==> src/rtl/game_round_if.sv <==
// Bus between the word-game round sequencer and its surroundings (player input, timer, display).
// master drives the player/timer inputs; slave is the sequencer.
interface game_round_if #(
  parameter int unsigned SCORE_W = 8,
  parameter int unsigned ROUND_W = 4
);
  logic               Start;
  logic               ModeSw;
  logic               WordDone;
  logic               WordCorrect;
  logic               Timeout;
  logic               TimerEnable;
  logic               ChildMode;
  logic               EnableScore;
  logic               NewWord;
  logic [SCORE_W-1:0] Score;
  logic [ROUND_W-1:0] Round;
  logic [1:0]         Misses;
  logic               GameOver;

  modport master (
    output Start, ModeSw, WordDone, WordCorrect, Timeout,
    input  TimerEnable, ChildMode, EnableScore, NewWord, Score, Round, Misses, GameOver
  );

  modport slave (
    input  Start, ModeSw, WordDone, WordCorrect, Timeout,
    output TimerEnable, ChildMode, EnableScore, NewWord, Score, Round, Misses, GameOver
  );
endinterface

==> src/rtl/game_round_ctrl.sv <==
// Round sequencer for the word game: loads the countdown timer, judges each word, keeps score.
// Optional macro STREAK_BONUS_EN: third and later consecutive correct words score 2 instead of 1.
module game_round_ctrl #(
  parameter int unsigned NUM_ROUNDS  = 8,
  parameter int unsigned ROUND_W     = 4,
  parameter int unsigned SCORE_W     = 8,
  parameter int unsigned MAX_MISSES  = 3,
  parameter int unsigned HOLD_CYCLES = 100000000
) (
  input  logic Clk,
  input  logic Rst,
  game_round_if.slave bus
);

  localparam int unsigned HOLD_W = (HOLD_CYCLES > 1) ? $clog2(HOLD_CYCLES) : 1;
  localparam logic [HOLD_W-1:0]  HOLD_LAST  = HOLD_W'(HOLD_CYCLES - 1);
  localparam logic [ROUND_W-1:0] ROUND_LAST = ROUND_W'(NUM_ROUNDS);
  localparam logic [1:0]         MISS_LAST  = 2'(MAX_MISSES);

  typedef enum logic [2:0] {
    S_IDLE, S_LOAD, S_ARM, S_PLAY, S_RESULT, S_OVER
  } state_t;

  state_t            state;
  logic [HOLD_W-1:0] hold_cnt;
  logic [1:0]        score_add_c;
  logic [SCORE_W:0]  score_sum_c;
  logic [SCORE_W-1:0] score_next_c;
  logic              start_game_c;
  logic              correct_c;
  logic              miss_c;

  // WordDone takes priority over a same-cycle Timeout
  assign correct_c    = bus.WordDone & bus.WordCorrect;
  assign miss_c       = (bus.WordDone & ~bus.WordCorrect) | (~bus.WordDone & bus.Timeout);
  assign start_game_c = bus.Start & ((state == S_IDLE) | (state == S_OVER));

`ifdef STREAK_BONUS_EN
  logic [1:0] streak;

  // Consecutive-correct counter, saturating at 3
  always_ff @(posedge Clk) begin
    if (Rst || start_game_c) begin
      streak <= 2'd0;
    end else if (state == S_PLAY) begin
      if (correct_c) begin
        streak <= (streak == 2'd3) ? 2'd3 : streak + 2'd1;
      end else if (miss_c) begin
        streak <= 2'd0;
      end
    end
  end

  assign score_add_c = (streak >= 2'd2) ? 2'd2 : 2'd1;
`else
  assign score_add_c = 2'd1;
`endif

  // Saturating score add
  assign score_sum_c  = {1'b0, bus.Score} + (SCORE_W+1)'(score_add_c);
  assign score_next_c = score_sum_c[SCORE_W] ? '1 : score_sum_c[SCORE_W-1:0];

  always_ff @(posedge Clk) begin
    if (Rst) begin
      state           <= S_IDLE;
      hold_cnt        <= '0;
      bus.TimerEnable <= 1'b0;
      bus.ChildMode   <= 1'b0;
      bus.EnableScore <= 1'b0;
      bus.NewWord     <= 1'b0;
      bus.Score       <= '0;
      bus.Round       <= '0;
      bus.Misses      <= 2'd0;
      bus.GameOver    <= 1'b0;
    end else begin
      bus.TimerEnable <= 1'b0;
      bus.NewWord     <= 1'b0;
      case (state)
        S_IDLE, S_OVER: begin
          if (bus.Start) begin
            state           <= S_LOAD;
            bus.ChildMode   <= bus.ModeSw;
            bus.Score       <= '0;
            bus.Misses      <= 2'd0;
            bus.Round       <= ROUND_W'(1);
            bus.GameOver    <= 1'b0;
            bus.TimerEnable <= 1'b1;
            bus.NewWord     <= 1'b1;
          end
        end
        S_LOAD: state <= S_ARM;
        // Timer still shows the previous Timeout for one cycle after load
        S_ARM:  state <= S_PLAY;
        S_PLAY: begin
          if (correct_c || miss_c) begin
            state           <= S_RESULT;
            hold_cnt        <= '0;
            bus.EnableScore <= 1'b1;
            if (correct_c) begin
              bus.Score <= score_next_c;
            end else begin
              bus.Misses <= bus.Misses + 2'd1;
            end
          end
        end
        S_RESULT: begin
          if (hold_cnt == HOLD_LAST) begin
            bus.EnableScore <= 1'b0;
            if (bus.Misses == MISS_LAST || bus.Round == ROUND_LAST) begin
              state        <= S_OVER;
              bus.GameOver <= 1'b1;
            end else begin
              state           <= S_LOAD;
              bus.Round       <= bus.Round + ROUND_W'(1);
              bus.TimerEnable <= 1'b1;
              bus.NewWord     <= 1'b1;
            end
          end else begin
            hold_cnt <= hold_cnt + HOLD_W'(1);
          end
        end
        default: state <= S_IDLE;
      endcase
    end
  end

endmodule

==> src/flat_wrapper.sv <==
// flat-port wrapper written by rule: the top's interface ports become plain ports
module game_round_ctrl_flat 
#(
  parameter int unsigned NUM_ROUNDS  = 8,
  parameter int unsigned ROUND_W     = 4,
  parameter int unsigned SCORE_W     = 8,
  parameter int unsigned MAX_MISSES  = 3,
  parameter int unsigned HOLD_CYCLES = 100000000
)
  (Clk, Rst, bus_Start, bus_ModeSw, bus_WordDone, bus_WordCorrect, bus_Timeout, bus_TimerEnable, bus_ChildMode, bus_EnableScore, bus_NewWord, bus_Score, bus_Round, bus_Misses, bus_GameOver);
  game_round_if #(.SCORE_W(SCORE_W), .ROUND_W(ROUND_W)) bus_i ();
  input  logic Clk;
  input  logic Rst;
  input wire logic [$bits(bus_i.Start)-1:0] bus_Start;
  input wire logic [$bits(bus_i.ModeSw)-1:0] bus_ModeSw;
  input wire logic [$bits(bus_i.WordDone)-1:0] bus_WordDone;
  input wire logic [$bits(bus_i.WordCorrect)-1:0] bus_WordCorrect;
  input wire logic [$bits(bus_i.Timeout)-1:0] bus_Timeout;
  output wire logic [$bits(bus_i.TimerEnable)-1:0] bus_TimerEnable;
  output wire logic [$bits(bus_i.ChildMode)-1:0] bus_ChildMode;
  output wire logic [$bits(bus_i.EnableScore)-1:0] bus_EnableScore;
  output wire logic [$bits(bus_i.NewWord)-1:0] bus_NewWord;
  output wire logic [$bits(bus_i.Score)-1:0] bus_Score;
  output wire logic [$bits(bus_i.Round)-1:0] bus_Round;
  output wire logic [$bits(bus_i.Misses)-1:0] bus_Misses;
  output wire logic [$bits(bus_i.GameOver)-1:0] bus_GameOver;
  assign bus_i.Start = bus_Start;
  assign bus_i.ModeSw = bus_ModeSw;
  assign bus_i.WordDone = bus_WordDone;
  assign bus_i.WordCorrect = bus_WordCorrect;
  assign bus_i.Timeout = bus_Timeout;
  assign bus_TimerEnable = bus_i.TimerEnable;
  assign bus_ChildMode = bus_i.ChildMode;
  assign bus_EnableScore = bus_i.EnableScore;
  assign bus_NewWord = bus_i.NewWord;
  assign bus_Score = bus_i.Score;
  assign bus_Round = bus_i.Round;
  assign bus_Misses = bus_i.Misses;
  assign bus_GameOver = bus_i.GameOver;
  game_round_ctrl #(.NUM_ROUNDS(NUM_ROUNDS), .ROUND_W(ROUND_W), .SCORE_W(SCORE_W), .MAX_MISSES(MAX_MISSES), .HOLD_CYCLES(HOLD_CYCLES)) u_core (.Clk(Clk), .Rst(Rst), .bus(bus_i));
endmodule
==> config.mk <==
export PLATFORM = sky130hd
export DESIGN_NAME = game_round_ctrl_flat
export DESIGN_NICKNAME = d
export VERILOG_FILES = /design/src/rtl/game_round_if.sv /design/src/rtl/game_round_ctrl.sv /design/src/flat_wrapper.sv
export SDC_FILE = /design/constraint.sdc
export NUM_CORES = 1
export LEC_CHECK = 0
export ABC_AREA = 1
export CORE_MARGIN = 3
export CORE_UTILIZATION = 40
export DETAILED_ROUTE_END_ITERATION = 10
export GPL_TIMING_DRIVEN = 1
export HOLD_SLACK_MARGIN = 0.05
export MAX_ROUTING_LAYER = met4
export PLACE_DENSITY = 0.69
export REMOVE_ABC_BUFFERS = 1
export SKIP_LAST_GASP = 1
export SLEW_MARGIN = 5
export SYNTH_ARGS = -nofsm -noshare
export SYNTH_HDL_FRONTEND = slang
export SYNTH_SLANG_ARGS = --single-unit
export TNS_END_PERCENT = 100
==> constraint.sdc <==
create_clock -name Clk -period 3.2 [get_ports Clk]
set_clock_uncertainty 0.05 [all_clocks]
set_input_delay 0.48 -clock Clk [delete_from_list [all_inputs] [get_ports Clk]]
set_output_delay 0.48 -clock Clk [all_outputs]
set_load 0.03 [all_outputs]
Word-level counts from Yosys, hierarchy flattened

Cells that the tools add are included.

$add $sub $neg: 4
$mul: 0
Divide/modulo/power cells: 0
$lt $le $gt $ge: 0
Equal/unequal tests: 16
Shifts and indexed selects: 0
Mux-type cells: 32
Bitwise operators: 6
Reductions and logical operators: 15

Operator list:

| operator                                                         | number |
|---|---|
| 27-bit two-way mux                                               | 2 |
| 27-bit case mux with 2 select lines                              | 1 |
| 8-bit two-way mux                                                | 4 |
| 27-bit by 1-bit adder with 27-bit output (second input constant) | 1 |
| 27-bit == test (second input constant)                           | 1 |
| 8-bit case mux with 2 select lines                               | 1 |
| 4-bit AND reduction                                              | 4 |
| 3-bit case mux with 5 select lines                               | 1 |
| 3-bit two-way mux                                                | 4 |
| 4-bit two-way mux                                                | 3 |
| 8-bit by 1-bit adder with 9-bit output (second input constant)   | 1 |
| 3-bit AND reduction                                              | 3 |
| 1-bit two-way mux                                                | 8 |
| 2-bit by 1-bit != test with 1-bit output (second input constant) | 4 |
| 2-bit != test (second input constant)                            | 4 |
| 4-bit case mux with 2 select lines                               | 1 |
| 3-bit by 2-bit == test with 1-bit output (second input constant) | 2 |
| 3-bit == test (second input constant)                            | 2 |
| 2-bit two-way mux                                                | 3 |
| 1-bit case mux with 2 select lines                               | 3 |
| 2-bit nonzero test                                               | 3 |
| 4-bit by 1-bit adder with 4-bit output (second input constant)   | 1 |
| 4-bit == test (second input constant)                            | 1 |
| 2-bit case mux with 2 select lines                               | 1 |
| 10 further kinds                                                 | 14 |

Bits in registers: 48
Latch bits: 0
Bits in writable memories: 0
ROM bits: 0
Input port bits: 7
Output and inout bits: 19
Logic and storage cells: 82
Memories: 0

Longest topological paths before layout

Gate-level depths: netlist of run 1.

Word-level depth: 6
Gate-level depth with buffers: 12
Mapped depth without buffers: 11

Worst setup path after synthesis of run 1

No wires, ideal clock.

Kind: reg2reg
From: register u_core.hold_cnt[0]
To: register u_core.bus.Round[0]
Setup time: 0.114 ns
Arrival time: 1.528 ns
Required time: 3.036 ns
Setup slack: 1.508 ns
Stages on the path, launching flop included: 12
Buffers on the path: 1
Period minus slack after synthesis: 1.692 ns
Path through: dfxtp_1 > ha_1 > nand2_2 > nor2_4 > nand2_2 > nor2_1 > nand3_2 > clkbuf_1 > nor2_1 > nand2_1 > nand2_1 > nor2_1

Word-level cells in the longest chain between the ends: 3

RTL lines:

| item                                               | line                   | text |
|---|---|---|
| from (decl)                                        | game_round_ctrl.sv:25  | `logic [HOLD_W-1:0] hold_cnt;` |
| from (signal assigned)                             | game_round_ctrl.sv:119 | `hold_cnt <= hold_cnt + HOLD_W'(1);` |
| 27-bit == test                                     | game_round_ctrl.sv:107 | `if (hold_cnt == HOLD_LAST) begin` |
| 2-bit by 1-bit != test with 1-bit output (no line) | -                      |  |
| 4-bit AND reduction (no line)                      | -                      |  |
| to (signal assigned)                               | game_round_ctrl.sv:114 | `bus.Round <= bus.Round + ROUND_W'(1);` |
| to (decl)                                          | game_round_if.sv:28    | `output TimerEnable, ChildMode, EnableScore, NewWord, Score, Round, Misses, GameOver` |

Every way passes these cells.
A chain may end at the register's enable or synchronous reset.

Worst setup path in the final report of run 1

From: register u_core.hold_cnt[0]
To: register u_core.hold_cnt[23]

Word-level cells in the longest chain between the ends: 3
Elaborated cells on any way between the ends: 6
Classes of those cells: 1 x add/sub; 2 x eq/ne; 2 x mux; 1 x reduce/logical

RTL lines:

| item                                                                              | line |
|---|---|
| 27-bit by 1-bit adder with 27-bit output / 27-bit == test (equally long branches) | game_round_ctrl.sv:119, game_round_ctrl.sv:107 |
| 27-bit two-way mux / 2-bit != test (equally long branches)                        | - |
| 27-bit case mux with 2 select lines / 3-bit AND reduction (equally long branches) | - |

Several ways; a longest one is shown, not always the timed one. The select of a mux whose other input is x is not followed.

==> results.md, run 1 <==
* Share of cells above drive strength 1 at slightly below 6%
* Routed WL per cell at 11.87 um
* Initial Utilization at 41.73%
* Post-CTS Resized at 0
* Total number of vias at 3190
* DR DRC count at 0
* Peak VDD IR at 0.2551 mV
* Reg2Reg Depth at 11
* FF-to-FF setup slack at between 1 and 1.5 ns
* CTS clk-pin slew, worst paths at 0.10 ns
* Reg-to-Reg Start: u_core.hold_cnt[0]$_SDFFE_PP0P_
* Skew-Pair Late Insertion Delay at roughly 0.31 ns
* Rows at 31
* Diodes inserted at 0
* Setup_tns at 0 ns
* CP max FO at 19
* H-tree levels at 2
* Synthesized cell area at 0.003075 mm^2
* Wirelength, routed at 7539 um
* Root buffer cell: clkbuf_8
* Commonest cells after routing, fill and taps aside: nand2_1 (174), nor2_1 (71), nand3_1 (60), inv_1 (57), dfxtp_1 (48)
* Die Width at approximately 94 um
* P&R area growth vs syn at 14.12%
* Power per Cell Area at roughly 400 mW/mm^2
* Final slew viol count at 0
* Die Y-Extent at between 90 and 100 um
* Post-synth cell types at 31
* FMAX at 0.4620 GHz
* Yosys reg bits at 48
* Worst path cell trace: ha_1 > nand2_2 > nor2_4 > nand2_2 > nor2_1 > nand3_2 > nand2_4 > inv_4 > nand2_1 > nand2_1 > nor2_1
* Hold Path Sink: u_core.bus.GameOver$_SDFFE_PP0P_
* Max-cap viol count at 0
* Min-delay src: u_core.bus.GameOver$_SDFFE_PP0P_
* Status: completed
* Hold crit path type: flop to flop
* WP data arrival at 2.36 ns
* Reg2Reg Capture Point: u_core.hold_cnt[23]$_SDFFE_PP0P_
* Global Route Usage Sum at 17.94%
* Critical Path Source Type: flop
* Antenna Nets Post-Route at 0
* Rel. slew slack at 61.65%
* Final Setup Violations at 0
* Starting DRT DRC Count at around 200
* Vias in the first global route at roughly 2800
* Post-DP HPWL at 5437 um
* IO Pins at 26
* Critical path class: flop to flop
* RSZ-0062 raised after global routing: false
* Num CTS Buffers at 5
* Final Cycle Share at 67.64%
* Final net count at between 500 and 600
* Pin count of the biggest net entering global routing at 34
* # clock sinks at 48
* Hold_buf cts at 0
* Post-synthesis sequential area ratio at 31.24%
* Commonest non-fill, non-tap cell in the layout: nand2_1
* Worst Hold Depth at 2
* Via/cell ratio at approximately 5
* Grt ovf at 0
* Highest-delay cell along the critical path: dfxtp_1
* Slew @ Worst Pin at 0.5731 ns
* Average cell area after synthesis at 5.972 um^2
* Initial DRT Pass Iterations at 4
* Number of port buffers at 25
* First-pass GRT wire length at 12570 um
* Gp weighted congestion at 0.8980
* Final hold violation count at 0
* Worst-case clock buffer depth at 2
* CTS tree: done
* Crit. End Element: flop
* CP required at 3.40 ns
* Core box area at 0.007370 mm^2
* Die Area at 0.008777 mm^2
* CP peak stage delay at about 0.37 ns
* Total number of yosys warnings at 0
* Antenna violations before repair at 0
* Fin crit period at 2.164 ns
* P_leak at 1.327 nW
* Setup Buffers After CTS at 0
* Post-route setup slack at 1.036 ns
* Mapped Cells at 515
* DP Worst Slack at ~1.1 ns
==> cell usage after synthesis (all sizes together) <==
master,number,share of area (%)
nor3,2,0.49
nand4,11,2.2
o211ai,3,0.73
clkbuf,7,0.85
dfxtp,48,31
o21ai,7,1.1
nand2,179,22
nand3,62,11
ha,5,2.0
xor2,2,0.57
or2,4,0.81
and2,1,0.20
inv,61,7.6
a21oi,40,6.9
xnor2,1,0.28
buf,6,1.4
nor2,76,10
==> cell families (layout without fill, tap and decap cells) <==
group	Yosys count	after routing	synth area share [%]
AND/OR/NAND/NOR	335	335	47.27
buffers and inverters	74	95	9.845
AO/OA/AOI/OAI	50	50	8.747
flip-flops	48	48	31.24
adder cells (fa/ha/maj)	5	5	2.034
XOR/XNOR	3	3	0.8545
==> metal layers <==
| layer | global-route usage (%) | part of all wire [%] | vias to the layer above |
|---|---|---|---|
| met2 | 27.85 | 46 | 52 |
| met3 | 2.404 | 3.0 | 9 |
| met5 | - | 0 | - |
| met4 | 5.295 | 0.94 | 0 |
| li1 | - | - | 1672 |
| met1 | 24.47 | 50 | 1457 |
==> power breakdown <==
part | switching [mW] | total, mW | internal [mW]
Clock | 0.223 | 0.479 | 0.256
Combinational | 0.152 | 0.231 | 0.0792
Sequential | 0.0446 | 0.670 | 0.625
==> metrics by stage <==
stage | power (mW) | cells | hold WS (ns) | util (%) | area, um^2
final | 1.379 | 635 | 0.4193 | 47.62 | 3510
after global routing | 1.441 | 635 | 0.4371 | 47.62 | 3510
after CTS | 1.388 | 635 | 0.4203 | 47.62 | 3510
after detailed placement | 0.9133 | 627 | 0.4052 | 45.98 | 3388
after global placement | 0.9057 | 627 | 0.3986 | 45.98 | 3388
after floorplan | 0.8348 | 502 | 0.3848 | - | 3007
==> registers in the layout (all words and copies together), names as in the netlist <==
| name | cells |
|---|---|
| u_core.bus.Misses | 2 |
| u_core.bus.Score | 8 |
| u_core.bus.ChildMode | 1 |
| u_core.bus.EnableScore | 1 |
| u_core.hold_cnt | 27 |
| u_core.state | 3 |
| u_core.bus.GameOver | 1 |
| u_core.bus.Round | 4 |
| u_core.bus.TimerEnable | 1 |
==> critical path: cells and delay by family (launching register included) <==
kind                       cells  cell delay, ns
adders and majority gates      1            0.22
buffers and inverters          1            0.14
DFF                            1            0.37
and+or+nand+nor                9            1.32
==> cell type report <==
type	count	area, um^2
clock buffer	6	82.58
clock inverter	2	38.79
fill	776	3860
inverter	61	234.0
multi-input combinational	393	1812
sequential	48	960.9
tap	99	123.9
timing repair buffer	26	257.7
==> worst max path at each step <==
stage / slack (ns) / start / endpoint
after global routing: 0.79 / u_core.hold_cnt[0]$_SDFFE_PP0P_ / u_core.hold_cnt[23]$_SDFFE_PP0P_
final: 1.04 / u_core.hold_cnt[0]$_SDFFE_PP0P_ / u_core.hold_cnt[23]$_SDFFE_PP0P_
after floorplan: 1.44 / u_core.hold_cnt[0]$_SDFFE_PP0P_ / u_core.hold_cnt[18]$_SDFFE_PP0P_
after detailed placement: 1.08 / u_core.hold_cnt[0]$_SDFFE_PP0P_ / u_core.hold_cnt[20]$_SDFFE_PP0P_
after global placement: 1.13 / bus_WordDone / u_core.bus.Misses[1]$_SDFFE_PP0P_
after CTS: 1.05 / u_core.hold_cnt[0]$_SDFFE_PP0P_ / u_core.hold_cnt[20]$_SDFFE_PP0P_
(Power assumes the default switching activity.)
==> run 2, diff against run 1 <==
==> constraint.sdc (replaced) <==
create_clock -name Clk -period 2.2 [get_ports Clk]
set_clock_uncertainty 0.05 [all_clocks]
set_input_delay 0.33 -clock Clk [delete_from_list [all_inputs] [get_ports Clk]]
set_output_delay 0.33 -clock Clk [all_outputs]
set_load 0.03 [all_outputs]
==> results.md, run 2 (same netlist as run 1, synthesis figures left out) <==
* Status: completed
* FMAX at 0.4945 GHz
* Commonest cells after routing, fill and taps aside: nand2_1 (174), nor2_1 (71), nand3_1 (60), inv_1 (57), dfxtp_1 (48)
* CP required at 2.36 ns
* Post-CTS Resized at 0
* RSZ-0062 raised after global routing: false
* Initial Utilization at 41.73%
* Worst path cell trace: nand2_2 > nor2_8 > inv_4 > a21oi_4 > nand2_4 > inv_4 > nand2_1 > nand2_1 > nor2_1
* Final hold violation count at 0
* Gp weighted congestion at 0.8945
* Post-DP HPWL at 5763 um
* Initial DRT Pass Iterations at 5
* Crit. End Element: flop
* Critical Path Source Type: flop
* Die Area at 0.008777 mm^2
* Global Route Usage Sum at 19.06%
* Fill cells at 781
* CP max FO at 19
* # clock sinks at 48
* Setup Buffers After CTS at 0
* Top reg by flops: u_core.hold_cnt
* CP peak stage delay at around 0.4 ns
* Total number of vias at 3204
* Worst-case clock buffer depth at 2
* Worst Setup SP: u_core.state[2]$_SDFFE_PP0P_
* CP Buf/Inv Count at 2
* Final net count at 553
* Diodes inserted at 0
* Biggest regs: u_core.hold_cnt x27, u_core.bus.Score x8, u_core.bus.Round x4
* Register area at 960.9 um^2
* Final Setup Violations at 0
* Min-delay src: u_core.bus.ChildMode$_SDFFE_PP0P_
* Final slew viol count at 0
* Number of placed instances, taps included at 633
* Rows at 31
* Slew @ Worst Pin at 0.4978 ns
* Antenna violations before repair at 0
* P&R area growth vs syn at 15.83%
* Share of cells above drive strength 1 at 6.654%
* Grt ovf at 0
* DR DRC count at 0
* First-pass GRT wire length at 13460 um
* Rel. slew slack at 66.77%
* Critical path class: flop to flop
* Commonest non-fill, non-tap cell in the layout: nand2_1
* Root buffer cell: clkbuf_8
* Peak VDD IR at 0.3095 mV
* Delay-heaviest family, CP: simple AND/OR/NAND/NOR gates
* Reg2Reg Depth at 9
* Skew-Pair Late Insertion Delay at 0.30 ns
* Starting DRT DRC Count at 142
* DP Worst Slack at ~0.15 ns
* Hold_buf cts at 0
* Highest-delay cell along the critical path: dfxtp_1
* Die Width at 93.69 um
* Num CTS Buffers at 5
* Final non-filler cell total at 640
* Post-route setup slack at 0.1779 ns
* Via/cell ratio at approximately 5
* Path length in cells of the critical path at 9
* Number of port buffers at 25
* IO Pins at 26
* WP data arrival at 2.18 ns
* Antenna Nets Post-Route at 0
* Routed WL per cell at 12.00 um
* Pin count of the biggest net entering global routing at 34
* CTS clk-pin slew, worst paths at 0.09 ns
* Power per Cell Area at 583.1 mW/mm^2
* H-tree levels at 2
* Worst Hold Depth at 2
* Setup_tns at 0 ns
* Wirelength, routed at 7679 um
* Final Cycle Share at 91.92%
* P_leak at 1.360 nW
* Die Y-Extent at 93.69 um
* Worst Hold Slack at around 0.42 ns
* Largest register FFs at 27
* Fin crit period at 2.022 ns
* Hold crit path type: flop to flop
* Core box area at 0.007370 mm^2
* CTS tree: done
* Max-cap viol count at 0
* Reg-to-Reg Start: u_core.state[2]$_SDFFE_PP0P_
* Total power at 2.077 mW
* Vias in the first global route at 2963
* Multi-input gate area at 0.001812 mm^2
[run 2: tightest hold or removal path: stages, from the launching register on]
cell and delay, ns:
dfxtp_1 0.32, nand2_1 0.06, a21oi_1 0.05
[run 2: worst paths after layout]
path / endpoint / slack (ns)
worst max-delay path: u_core.hold_cnt[24]$_SDFFE_PP0P_ / 0.18
worst min-delay path: u_core.bus.ChildMode$_SDFFE_PP0P_ / 0.42
worst max register to register: u_core.hold_cnt[24]$_SDFFE_PP0P_ / 0.18
worst min register to register: u_core.bus.ChildMode$_SDFFE_PP0P_ / 0.42
[run 2: metrics by stage]
stage | area (um^2) | utilization, %
after floorplan | 3007 | -
after global placement | 3433 | 46.59
after detailed placement | 3433 | 46.59
after CTS | 3562 | 48.34
after global routing | 3562 | 48.34
final | 3562 | 48.34
[run 2: final cells by class]
cell class | count | share of cell area, %
sequential | 48 | 26.98
clock buffer | 5 | 1.932
clock inverter | 2 | 1.686
multi-input combinational | 393 | 50.86
tap | 99 | 3.477
inverter | 61 | 6.568
timing repair buffer | 32 | 8.500
[run 2: layer usage]
| metal | global-route usage, % | wire [um] | part of all wire [%] |
|---|---|---|---|
| met1 | 25.06 | 3632 | 47 |
| met4 | 5.776 | 104 | 1.4 |
| met5 | - | 0 | 0 |
| met2 | 30.46 | 3673 | 48 |
| met3 | 2.724 | 268 | 3.5 |
[run 2: where the power goes]
group	switching [mW]	internal, mW	total (mW)
Sequential	0.0571	0.909	0.966
Combinational	0.231	0.128	0.359
Clock	0.304	0.448	0.751
Total	0.592	1.49	2.08
==> run 3, diff against run 2 <==
--- a/config.mk
+++ b/config.mk
@@ -12,7 +12,7 @@
 export GPL_TIMING_DRIVEN = 1
 export HOLD_SLACK_MARGIN = 0.05
 export MAX_ROUTING_LAYER = met4
-export PLACE_DENSITY = 0.69
+export PLACE_DENSITY = 0.71
 export REMOVE_ABC_BUFFERS = 1
 export SKIP_LAST_GASP = 1
 export SLEW_MARGIN = 5
==> constraint.sdc (replaced) <==
create_clock -name Clk -period 1.7 [get_ports Clk]
set_clock_uncertainty 0.05 [all_clocks]
set_input_delay 0.255 -clock Clk [delete_from_list [all_inputs] [get_ports Clk]]
set_output_delay 0.255 -clock Clk [all_outputs]
set_load 0.03 [all_outputs]
==> results.md, run 3 (same netlist as run 1, synthesis figures left out) <==
* Wirelength, routed at 8060 um
* Biggest regs: u_core.hold_cnt x27, u_core.bus.Score x8, u_core.bus.Round x4
* Number of port buffers at 25
* Share of cells above drive strength 1 at about 18%
* Initial Utilization at a little over two fifths
* FF-to-FF setup slack at 0.06 ns
* Min-delay src: u_core.bus.ChildMode$_SDFFE_PP0P_
* Post-route setup slack at roughly 0.046 ns
* Total number of vias at 3347
* Largest register FFs at 27
* Status: completed
* Worst-case clock buffer depth at 2
* Top reg by flops: u_core.hold_cnt
* Initial DRT Pass Iterations at 4
* Critical path class: flop to output port
* Rows at 31
* DP Worst Slack at -0.02798 ns
* Gp weighted congestion at between 0.8 and 0.9
* Commonest non-fill, non-tap cell in the layout: nand2_1
* Core box area at 0.007370 mm^2
* Met3 global-route usage at ~2.6%
* Reg2Reg Capture Point: u_core.hold_cnt[24]$_SDFFE_PP0P_
* DR DRC count at 0
* Routed WL per cell at 11.99 um
* Number of placed instances, taps included at 658
* FMAX at 0.6045 GHz
* Routing usage on met1 at between 20 and 30%
* Starting DRT DRC Count at 172
* Gr busiest metal: met2
* CP Buf/Inv Count at 1
* CTS clk-pin slew, worst paths at 0.09 ns
* Vias in the first global route at 2939
* Final Setup Violations at 0
* Fin crit period at 1.654 ns
* Rel. slew slack at 61.71%
* # clock sinks at 48
* Final slew viol count at 0
* Die Y-Extent at 93.69 um
* Antenna violations before repair at 0
* CP peak stage delay at 0.68 ns
* Via/cell ratio at 4.981
* CTS tree: done
* Grt ovf at 0
* Final hold violation count at 0
* GR Util met2 at ~29%
* CP max FO at 3
* P_leak at ~1.7 nW
* Global Route Usage Sum at 18.77%
* Worst Hold Depth at 2
* Final Cycle Share at 97.30%
* Crit. End Element: output port
* Delay-heaviest family, CP: buffers and inverters
* Power per Cell Area at 649.2 mW/mm^2
* Antenna Nets Post-Route at 0
* Fill cells at ~700
* Root buffer cell: clkbuf_8
* WP data arrival at 1.35 ns
* IO Pins at 26
* CP required at 1.39 ns
* Max-cap viol count at 0
* Commonest cells after routing, fill and taps aside: nand2_1 (168), nor2_1 (60), nand3_1 (59), inv_1 (56), a21oi_1 (38)
* Reg2Reg Depth at 12
* Worst path cell trace: clkdlybuf4s50_1
* Peak VDD IR at approximately 0.4 mV
* Final non-filler cell total at 672
* Critical Path Source Type: flop
* Pin count of the biggest net entering global routing at 34
* Diodes inserted at 0
* Post-DP HPWL at 5751 um
* Hold crit path type: flop to flop
* Highest-delay cell along the critical path: clkdlybuf4s50_1
* First-pass GRT wire length at 13170 um
* Slew @ Worst Pin at 0.5737 ns
* Hold Path Sink: u_core.bus.ChildMode$_SDFFE_PP0P_
* Die Width at 93.69 um
* H-tree levels at 2
* P&R area growth vs syn at 27.18%
* RSZ-0062 raised after global routing: true
* Skew-Pair Late Insertion Delay at 0.31 ns
* Final net count at roughly 580
* Die Area at 0.008777 mm^2
* Num CTS Buffers at 5
* Reg-to-Reg Start: u_core.hold_cnt[7]$_SDFFE_PP0P_
* Post-Route Utilization at 53.07%
## run 3: cell types whose count changed in the layout (fill, tap and decap cells not counted), moves of 4 or more
| cell | change |
|---|---|
| dfxtp_1 | -13 |
| dlymetal6s2s_1 | +4 |
| nor2_2 | +8 |
| clkdlybuf4s50_1 | -14 |
| nor2_1 | -11 |
| nand2_1 | -6 |
| dlygate4sd2_1 | +10 |
| dfxtp_2 | +11 |
| buf_4 | +26 |
## run 3: timing repair
item,in CTS,in global routing
hold buffers,0,0
endpoints found under the setup margin,14,48
setup buffers,0,6
pin swaps,0,18
gates resized for setup,11,50
## run 3: power breakdown
group | internal, mW | leakage (nW) | total, mW | switching [mW]
Combinational | 0.219 | 1.25 | 0.549 | 0.330
Sequential | 1.18 | 0.395 | 1.25 | 0.0675
Clock | 0.332 | 0.0445 | 0.740 | 0.408
## run 3: final cells by class
| type | count | area [um^2] | share of cell area (%) |
|---|---|---|---|
| Timing Repair Buffer | 63 | 569.3 | 14.56 |
| Inverter | 61 | 236.5 | 6.046 |
| Tap cell | 99 | 123.9 | 3.167 |
| Multi-Input combinational cell | 393 | 1906 | 48.72 |
| Sequential cell | 48 | 982.2 | 25.11 |
| Clock buffer | 7 | 86.33 | 2.207 |
| Clock inverter | 1 | 7.507 | 0.1919 |
## run 3: through the flow
stage	power [mW]	cell area [um^2]	hold slack, ns	setup TNS, ns
floorplan	1.571	3007	0.2741	-0.5130
finish	2.539	3911	0.4129	0
detailed placement	1.811	3646	0.3998	-0.07152
global placement	1.799	3646	0.3985	0
global route	2.665	3911	0.4362	-0.3709
CTS	2.546	3729	0.4140	0
## run 3: worst max-delay path by stage
stage / startpoint / endpoint / slack (ns) / cells after the start
after global placement: bus_WordDone / u_core.hold_cnt[26]$_SDFFE_PP0P_ / 0.02 / 8
after detailed placement: bus_WordDone / u_core.state[0]$_SDFFE_PP0P_ / -0.03 / 8
after CTS: u_core.hold_cnt[0]$_SDFFE_PP0P_ / u_core.hold_cnt[24]$_SDFFE_PP0P_ / 0.0005 / 13
after floorplan: u_core.hold_cnt[0]$_SDFFE_PP0P_ / u_core.hold_cnt[18]$_SDFFE_PP0P_ / -0.06 / 10
after global routing: u_core.hold_cnt[7]$_SDFFE_PP0P_ / u_core.hold_cnt[24]$_SDFFE_PP0P_ / -0.06 / 12
final: u_core.bus.Misses[1]$_SDFFE_PP0P_ / bus_Misses[1] / 0.05 / 1
## run 3: metal layers
metal  share of wire, %  vias up
met5                  0        -
met2                 47       73
met1                 47     1522
met4                1.4        0
met3                4.5       10
li1                   -     1742
